### config.mk
export PLATFORM = sky130hd
export DESIGN_NAME = display7seg_scan
export DESIGN_NICKNAME = d
export VERILOG_FILES = /design/src/rtl/display7seg_pkg.sv /design/src/rtl/display7seg_bin2bcd.sv /design/src/rtl/display7seg_scan.sv
export SDC_FILE = /design/constraint.sdc
export NUM_CORES = 1
export LEC_CHECK = 0
export CORE_MARGIN = 3
export CORE_UTILIZATION = 60
export DETAILED_ROUTE_END_ITERATION = 8
export GPL_TIMING_DRIVEN = 0
export PLACE_DENSITY = 0.84
export SLEW_MARGIN = 20
export SYNTH_ARGS = -nofsm -noshare
export SYNTH_HDL_FRONTEND = slang
export SYNTH_SLANG_ARGS = --single-unit
### constraint.sdc
create_clock -name clk -period 2.6 [get_ports clk]
set_input_delay 0.65 -clock clk [delete_from_list [all_inputs] [get_ports clk]]
set_output_delay 0.65 -clock clk [all_outputs]
set_load 0.01 [all_outputs]
### src/rtl/display7seg_pkg.sv
`default_nettype none
// ============================================================================
// display7seg_pkg : segment patterns, converter states and helper functions
// Revision 1.0
// ============================================================================
package display7seg_pkg;

    typedef enum logic [1:0] {
        IDLE  = 2'd0,
        SHIFT = 2'd1,
        DONE  = 2'd2
    } conv_state_t;

    // Active-low {g,f,e,d,c,b,a}
    localparam logic [6:0] SEG_0     = 7'b1000000;
    localparam logic [6:0] SEG_1     = 7'b1111001;
    localparam logic [6:0] SEG_2     = 7'b0100100;
    localparam logic [6:0] SEG_3     = 7'b0110000;
    localparam logic [6:0] SEG_4     = 7'b0011001;
    localparam logic [6:0] SEG_5     = 7'b0010010;
    localparam logic [6:0] SEG_6     = 7'b0000010;
    localparam logic [6:0] SEG_7     = 7'b1111000;
    localparam logic [6:0] SEG_8     = 7'b0000000;
    localparam logic [6:0] SEG_9     = 7'b0010000;
    localparam logic [6:0] SEG_BLANK = 7'b1111111;
    localparam logic [6:0] SEG_DASH  = 7'b0111111;

    function automatic logic [31:0] pow10(input int n);
        logic [31:0] r;
        r = 32'd1;
        for (int i = 0; i < n; i++) begin
            r = r * 32'd10;
        end
        return r;
    endfunction

    function automatic logic [6:0] seg_decode(input logic [3:0] nib);
        case (nib)
            4'd0:    return SEG_0;
            4'd1:    return SEG_1;
            4'd2:    return SEG_2;
            4'd3:    return SEG_3;
            4'd4:    return SEG_4;
            4'd5:    return SEG_5;
            4'd6:    return SEG_6;
            4'd7:    return SEG_7;
            4'd8:    return SEG_8;
            4'd9:    return SEG_9;
            default: return SEG_BLANK;
        endcase
    endfunction

endpackage
`default_nettype wire

### src/rtl/display7seg_bin2bcd.sv
`default_nettype none
// ============================================================================
// display7seg_bin2bcd : sequential double-dabble converter, one bit per cycle
// Revision 1.0
// ============================================================================
module display7seg_bin2bcd
    import display7seg_pkg::*;
#(
    parameter int DIGITS = 4,
    parameter int WIDTH  = 14
) (
    input  logic                clk,
    input  logic                reset,
    input  logic [WIDTH-1:0]    valor,
    input  logic                load,
    output logic                busy,
    output logic [DIGITS*4-1:0] bcd,
    output logic                overflow
);

    localparam int          DW    = DIGITS * 4;
    localparam int          CW    = (WIDTH > 1) ? $clog2(WIDTH) : 1;
    localparam logic [CW-1:0] C_LAST = CW'(WIDTH - 1);
    localparam logic [31:0] C_LIMIT = pow10(DIGITS);

    conv_state_t         r_state;
    conv_state_t         w_next;
    logic [WIDTH-1:0]    r_shreg;
    logic [DW-1:0]       r_acc;
    logic [DW-1:0]       w_adj;
    logic [CW-1:0]       r_cnt;
    logic                r_ovf_pend;

    always_ff @(posedge clk or negedge reset) begin
        if (!reset) begin
            r_state <= IDLE;
        end else begin
            r_state <= w_next;
        end
    end

    always_comb begin
        w_next = r_state;
        busy   = 1'b0;
        case (r_state)
            IDLE: begin
                if (load) begin
                    w_next = SHIFT;
                end
            end
            SHIFT: begin
                busy = 1'b1;
                if (r_cnt == C_LAST) begin
                    w_next = DONE;
                end
            end
            DONE: begin
                busy   = 1'b1;
                w_next = IDLE;
            end
            default: w_next = IDLE;
        endcase
    end

    // Carries only move upward, so keeping just DIGITS nibbles yields valor mod 10^DIGITS
    always_comb begin
        w_adj = r_acc;
        for (int i = 0; i < DIGITS; i++) begin
            if (r_acc[i*4 +: 4] >= 4'd5) begin
                w_adj[i*4 +: 4] = r_acc[i*4 +: 4] + 4'd3;
            end
        end
    end

    always_ff @(posedge clk or negedge reset) begin
        if (!reset) begin
            r_shreg    <= '0;
            r_acc      <= '0;
            r_cnt      <= '0;
            r_ovf_pend <= 1'b0;
            bcd        <= '0;
            overflow   <= 1'b0;
        end else begin
            case (r_state)
                IDLE: begin
                    if (load) begin
                        r_shreg    <= valor;
                        r_acc      <= '0;
                        r_cnt      <= '0;
                        r_ovf_pend <= (32'(valor) >= C_LIMIT);
                    end
                end
                SHIFT: begin
                    r_acc   <= {w_adj[DW-2:0], r_shreg[WIDTH-1]};
                    r_shreg <= r_shreg << 1;
                    r_cnt   <= r_cnt + 1'b1;
                end
                DONE: begin
                    bcd      <= r_acc;
                    overflow <= r_ovf_pend;
                end
                default: ;
            endcase
        end
    end

endmodule
`default_nettype wire

### src/rtl/display7seg_scan.sv
`default_nettype none
// ============================================================================
// display7seg_scan : binary-to-BCD multiplexed 7-segment display driver
// Revision 1.0
// ============================================================================
module display7seg_scan
    import display7seg_pkg::*;
#(
    parameter int DIGITS   = 4,
    parameter int WIDTH    = 14,
    parameter int SCAN_DIV = 50000,
    parameter int BLANK_LZ = 1
) (
    input  logic              clk,
    input  logic              reset,
    input  logic [WIDTH-1:0]  valor,
    input  logic              load,
    output logic              busy,
    output logic              overflow,
    output logic [6:0]        seg,
    output logic [DIGITS-1:0] an
);

    localparam int            SW     = $clog2(SCAN_DIV);
    localparam int            IW     = (DIGITS > 1) ? $clog2(DIGITS) : 1;
    localparam logic [SW-1:0] C_SLOT_LAST  = SW'(SCAN_DIV - 1);
    localparam logic [IW-1:0] C_DIGIT_LAST = IW'(DIGITS - 1);

    logic [DIGITS*4-1:0] w_bcd;
    logic [SW-1:0]       r_scan_cnt;
    logic [IW-1:0]       r_idx;
    logic [6:0]          w_dseg [DIGITS];
    logic                w_lead_zero;

    display7seg_bin2bcd #(
        .DIGITS (DIGITS),
        .WIDTH  (WIDTH)
    ) u_bin2bcd (
        .clk      (clk),
        .reset    (reset),
        .valor    (valor),
        .load     (load),
        .busy     (busy),
        .bcd      (w_bcd),
        .overflow (overflow)
    );

    always_ff @(posedge clk or negedge reset) begin
        if (!reset) begin
            r_scan_cnt <= '0;
            r_idx      <= '0;
        end else if (r_scan_cnt == C_SLOT_LAST) begin
            r_scan_cnt <= '0;
            r_idx      <= (r_idx == C_DIGIT_LAST) ? '0 : r_idx + 1'b1;
        end else begin
            r_scan_cnt <= r_scan_cnt + 1'b1;
        end
    end

    // Walk from the top digit down; a digit is blank while every nibble from the top to it is zero
    always_comb begin
        w_lead_zero = 1'b1;
        for (int i = 0; i < DIGITS; i++) begin
            w_dseg[i] = SEG_BLANK;
        end
        for (int i = DIGITS - 1; i >= 0; i--) begin
            if (overflow) begin
                w_dseg[i] = SEG_DASH;
            end else if ((BLANK_LZ != 0) && (i != 0) && w_lead_zero
                         && (w_bcd[i*4 +: 4] == 4'd0)) begin
                w_dseg[i] = SEG_BLANK;
            end else begin
                w_dseg[i] = seg_decode(w_bcd[i*4 +: 4]);
            end
            if (w_bcd[i*4 +: 4] != 4'd0) begin
                w_lead_zero = 1'b0;
            end
        end
    end

    always_comb begin
        seg = w_dseg[0];
        for (int i = 1; i < DIGITS; i++) begin
            if (r_idx == IW'(i)) begin
                seg = w_dseg[i];
            end
        end
    end

    assign an = ~(DIGITS'(1) << r_idx);

endmodule
`default_nettype wire

==> results.yml <==
clock_network:
  clock_sinks: 72
  cts.clk_slew.worst_paths_ns: 0.09
  htreeDepth: 3
  cts_hold_buf: 0
  cts_made_buffers: 9
  clk_latency_ns: 0.34
  root_buffer: "clkbuf_8"
  cts_tree: "done"
  cts_max_path_buffers: 2
cells_and_area:
  multi_input_area_sq_um: 2673
  syn2layout_area_growth_pct: 18.90
  final_common_cell: "dfrtp_1"
  regArea_sq_um: 1804
  drive_above_1_share: 0.1512
  final.fill_count: 542
  utilization: 0.7426
  stdcell_count: 648
  diodes: 0
  mostFrequentLayoutCells: "70 x dfrtp_1, 49 x o21ai_0, 47 x nand2_1"
  finish.net_count: 599
synthesis:
  async_flop_share: 1.000
  synthCells: 486
  synthDistinctLibCells: 61
  synth_top_area_cell: "dfrtp_1"
  syn_avg_cell_area_sq_um: 9.371
  yosys-top-cells-area: "dfrtp_1 40%, ha_1 10%, o21ai_0 5.7%, mux2i_1 4.4%, nand2_1 3.9%"
  synth-main-ff-cell: "dfrtp_1"
  yosysSeqAreaShare: 0.3956
  synth_area_sq_um: 4554
  ys_ff_latch: 72
  synth_top_area_share: 0.3956
  syn_nets: 541
  synth-edff-count: 0
  ys_warn_count: 0
timing:
  skew_ns: 0.01167
  worst_slack_ns: -0.4559
  finalSetupViolCount: 7
  fmax_mhz: 327.2
  min_period_ns: 3.056
  slew_violations: 0
  maxSlewHeadroom: 0.5116
  worst_slew_pin_slew_ns: 0.7326
  finalCritPeriodShare: 1.175
  rsz0062_at_grt: "true"
  finalHoldViolCount: 0
placed_design:
  port_buffers: 29
  gp_congestion: 0.9072
  dp_hpwl_um: 7341
  placedCellCount: 615
  pre_cts_ws_ns: -0.7170
outcome:
  status: "finished with violations"
  violations: "negative setup slack"
worst_hold_path:
  hp-class: "primary input to async pin"
pwr:
  p_leak_nw: 2.336
  p_seq_frac: 0.457
  p_per_area_nw_per_um2: 570.1
  max-vdd-ir-drop_mv: 0.6549
  p_comb_frac: 0.291
  p_int_mw: 1.985
  net-switching-power_mw: 1.102
  swShare: 0.3571
  clock_power_share: 0.251
drt:
  antenna_left: 0
  met2_length_um: 5201
  top_layer: "met4"
  drc: 0
  met1_length_um: 4710
  drt_pre_antenna_iters: 5
  vias: 3792
  routed_wirelength_um: 10460
  drtIter0Drc: 203
  via_per_inst: 5.852
  wl_met3_um: 363
  wl_per_cell_um: 16.15
worst_setup_path:
  crit_type: "register to output pin"
  crit_path_start_kind: "register"
  cp_max_fo: 3
  worstPathRequired_ns: 1.95
  cp_data_arrival_time_ns: 2.41
  endpoint_kind: "output pin"
run:
  max_cap_viol_count: 0
global_routing:
  antenna_found_initial: 0
  grt_pass1_vias: 3721
  track_usage: 0.2494
  grt_pass1_wl_um: 17360
  grt_start_max_net_pins: 41
  grt_overflow_total: 0
floorplanning:
  die_area_sq_um: 8672
  die_w_um: 93.13
  start_util: 0.6246
  die_height_um: 93.13
  io_pins: 30
  core.rowCount: 31
  core_sq_um: 7292
registers in the layout, summed over array words and instances (netlist names):
signal                cells
u_bin2bcd.r_cnt           4
u_bin2bcd.r_acc          16
r_idx                     2
u_bin2bcd.r_state         2
u_bin2bcd.overflow        1
r_scan_cnt               16
u_bin2bcd.r_ovf_pend      1
u_bin2bcd.r_shreg        14
u_bin2bcd.bcd            16
per-stage QoR:
| stage | hold slack [ns] | TNS, ns | area (sq um) | total power [mW] |
|---|---|---|---|---|
| 3_3_place_gp | 0.4647 | -113.13 | 4969 | 2.266 |
| 4_1_cts | 0.2408 | -2.837 | 5319 | 3.098 |
| 5_1_grt | 0.2584 | -3.211 | 5415 | 3.272 |
| 3_5_place_dp | 0.4764 | -3.937 | 4986 | 2.326 |
| 2_1_floorplan | 0.3544 | 0 | 4554 | 2.032 |
| 6_report | 0.2373 | -2.713 | 5415 | 3.087 |
cell type report:
| type | instances | share of cell area |
|---|---|---|
| inverter | 32 | 0.02218 |
| sequential | 72 | 0.3332 |
| timing repair buffer | 48 | 0.07879 |
| multi-input combinational | 358 | 0.4935 |
| tap | 99 | 0.02287 |
| clock buffer | 10 | 0.02357 |
| buffer | 23 | 0.01756 |
| clock inverter | 6 | 0.008318 |
power by group through the flow:
| stage | Sequential, mW | Clock, mW | Combinational (mW) |
|---|---|---|---|
| floorplan | 1.39 | 0 | 0.642 |
| global placement | 1.42 | 0 | 0.847 |
| detailed placement | 1.43 | 0 | 0.896 |
| CTS | 1.41 | 0.789 | 0.899 |
| global route | 1.43 | 0.827 | 1.01 |
| finish | 1.41 | 0.776 | 0.899 |
cells in the mapped netlist (all sizes together) (3+ instances only):
cell and instances:
a32o 4, nand3b 4, a21oi 17, ha 38
inv 32, nand2b 12, a221oi 3, o21ai 54
nor2b 10, a2111oi 4, clkbuf 20, xor2 10
dfrtp 72, o22ai 5, nand2 47, nand4 5
and4 3, o31ai 6, o32ai 6, mux2 11
and2 3, nor2 29, mux2i 20, xnor2 12
a211oi 4, or3 4, nand3 11, nor3 6
buf 4
path summary, 6_finish.rpt:
path / to / start / cells past startpoint / slack (ns)
max reg2reg: u_bin2bcd.r_acc[11] / u_bin2bcd.r_state[0] / 8 / 0.26
min in group clk: r_scan_cnt[0] / r_scan_cnt[0] / 1 / 0.48
max: seg[5] / u_bin2bcd.bcd[8] / 9 / -0.46
min reg2reg: r_scan_cnt[0] / r_scan_cnt[0] / 1 / 0.48
min: r_scan_cnt[13] / reset / 1 / 0.24
max in group asynchronous: u_bin2bcd.bcd[9] / reset / 2 / 1.78
logic make-up (layout without fill, tap and decap cells):
logic type,count (synthesis),in the layout,synth area share
DFF,72,72,0.3956
buffers and inverters,56,119,0.04670
xor gates and xnor gates,22,22,0.04231
and+or+nand+nor,145,145,0.1626
muxes,31,31,0.07115
adders and majority gates,38,38,0.1044
AOI/OAI and AO/OA,122,122,0.1772
metal layers:
metal | vias to the layer above | GRT usage
li1 | 1843 | -
met1 | 1830 | 0.3326
met2 | 104 | 0.4265
met3 | 15 | 0.02816
met4 | 0 | 0.07937
met5 | - | 0
critical path: stages, from the launching register on:
cell and delay (ns):
dfrtp_1 0.41, inv_2 0.10, ha_4 0.13, or4b_4 0.51, buf_6 0.15, buf_6 0.10
o21ai_1 0.13, a21oi_1 0.10, nor4bb_1 0.26, buf_2 0.18
timing repair:
item | CTS | global route
buffers inserted | 15 | 4
endpoints found under the setup margin | 8 | 8
resized for setup | 54 | 18
pin swaps | 10 | 14
endpoints found under the hold margin | 0 | 0
No activity file was read; power rests on OpenSTA's default activity.
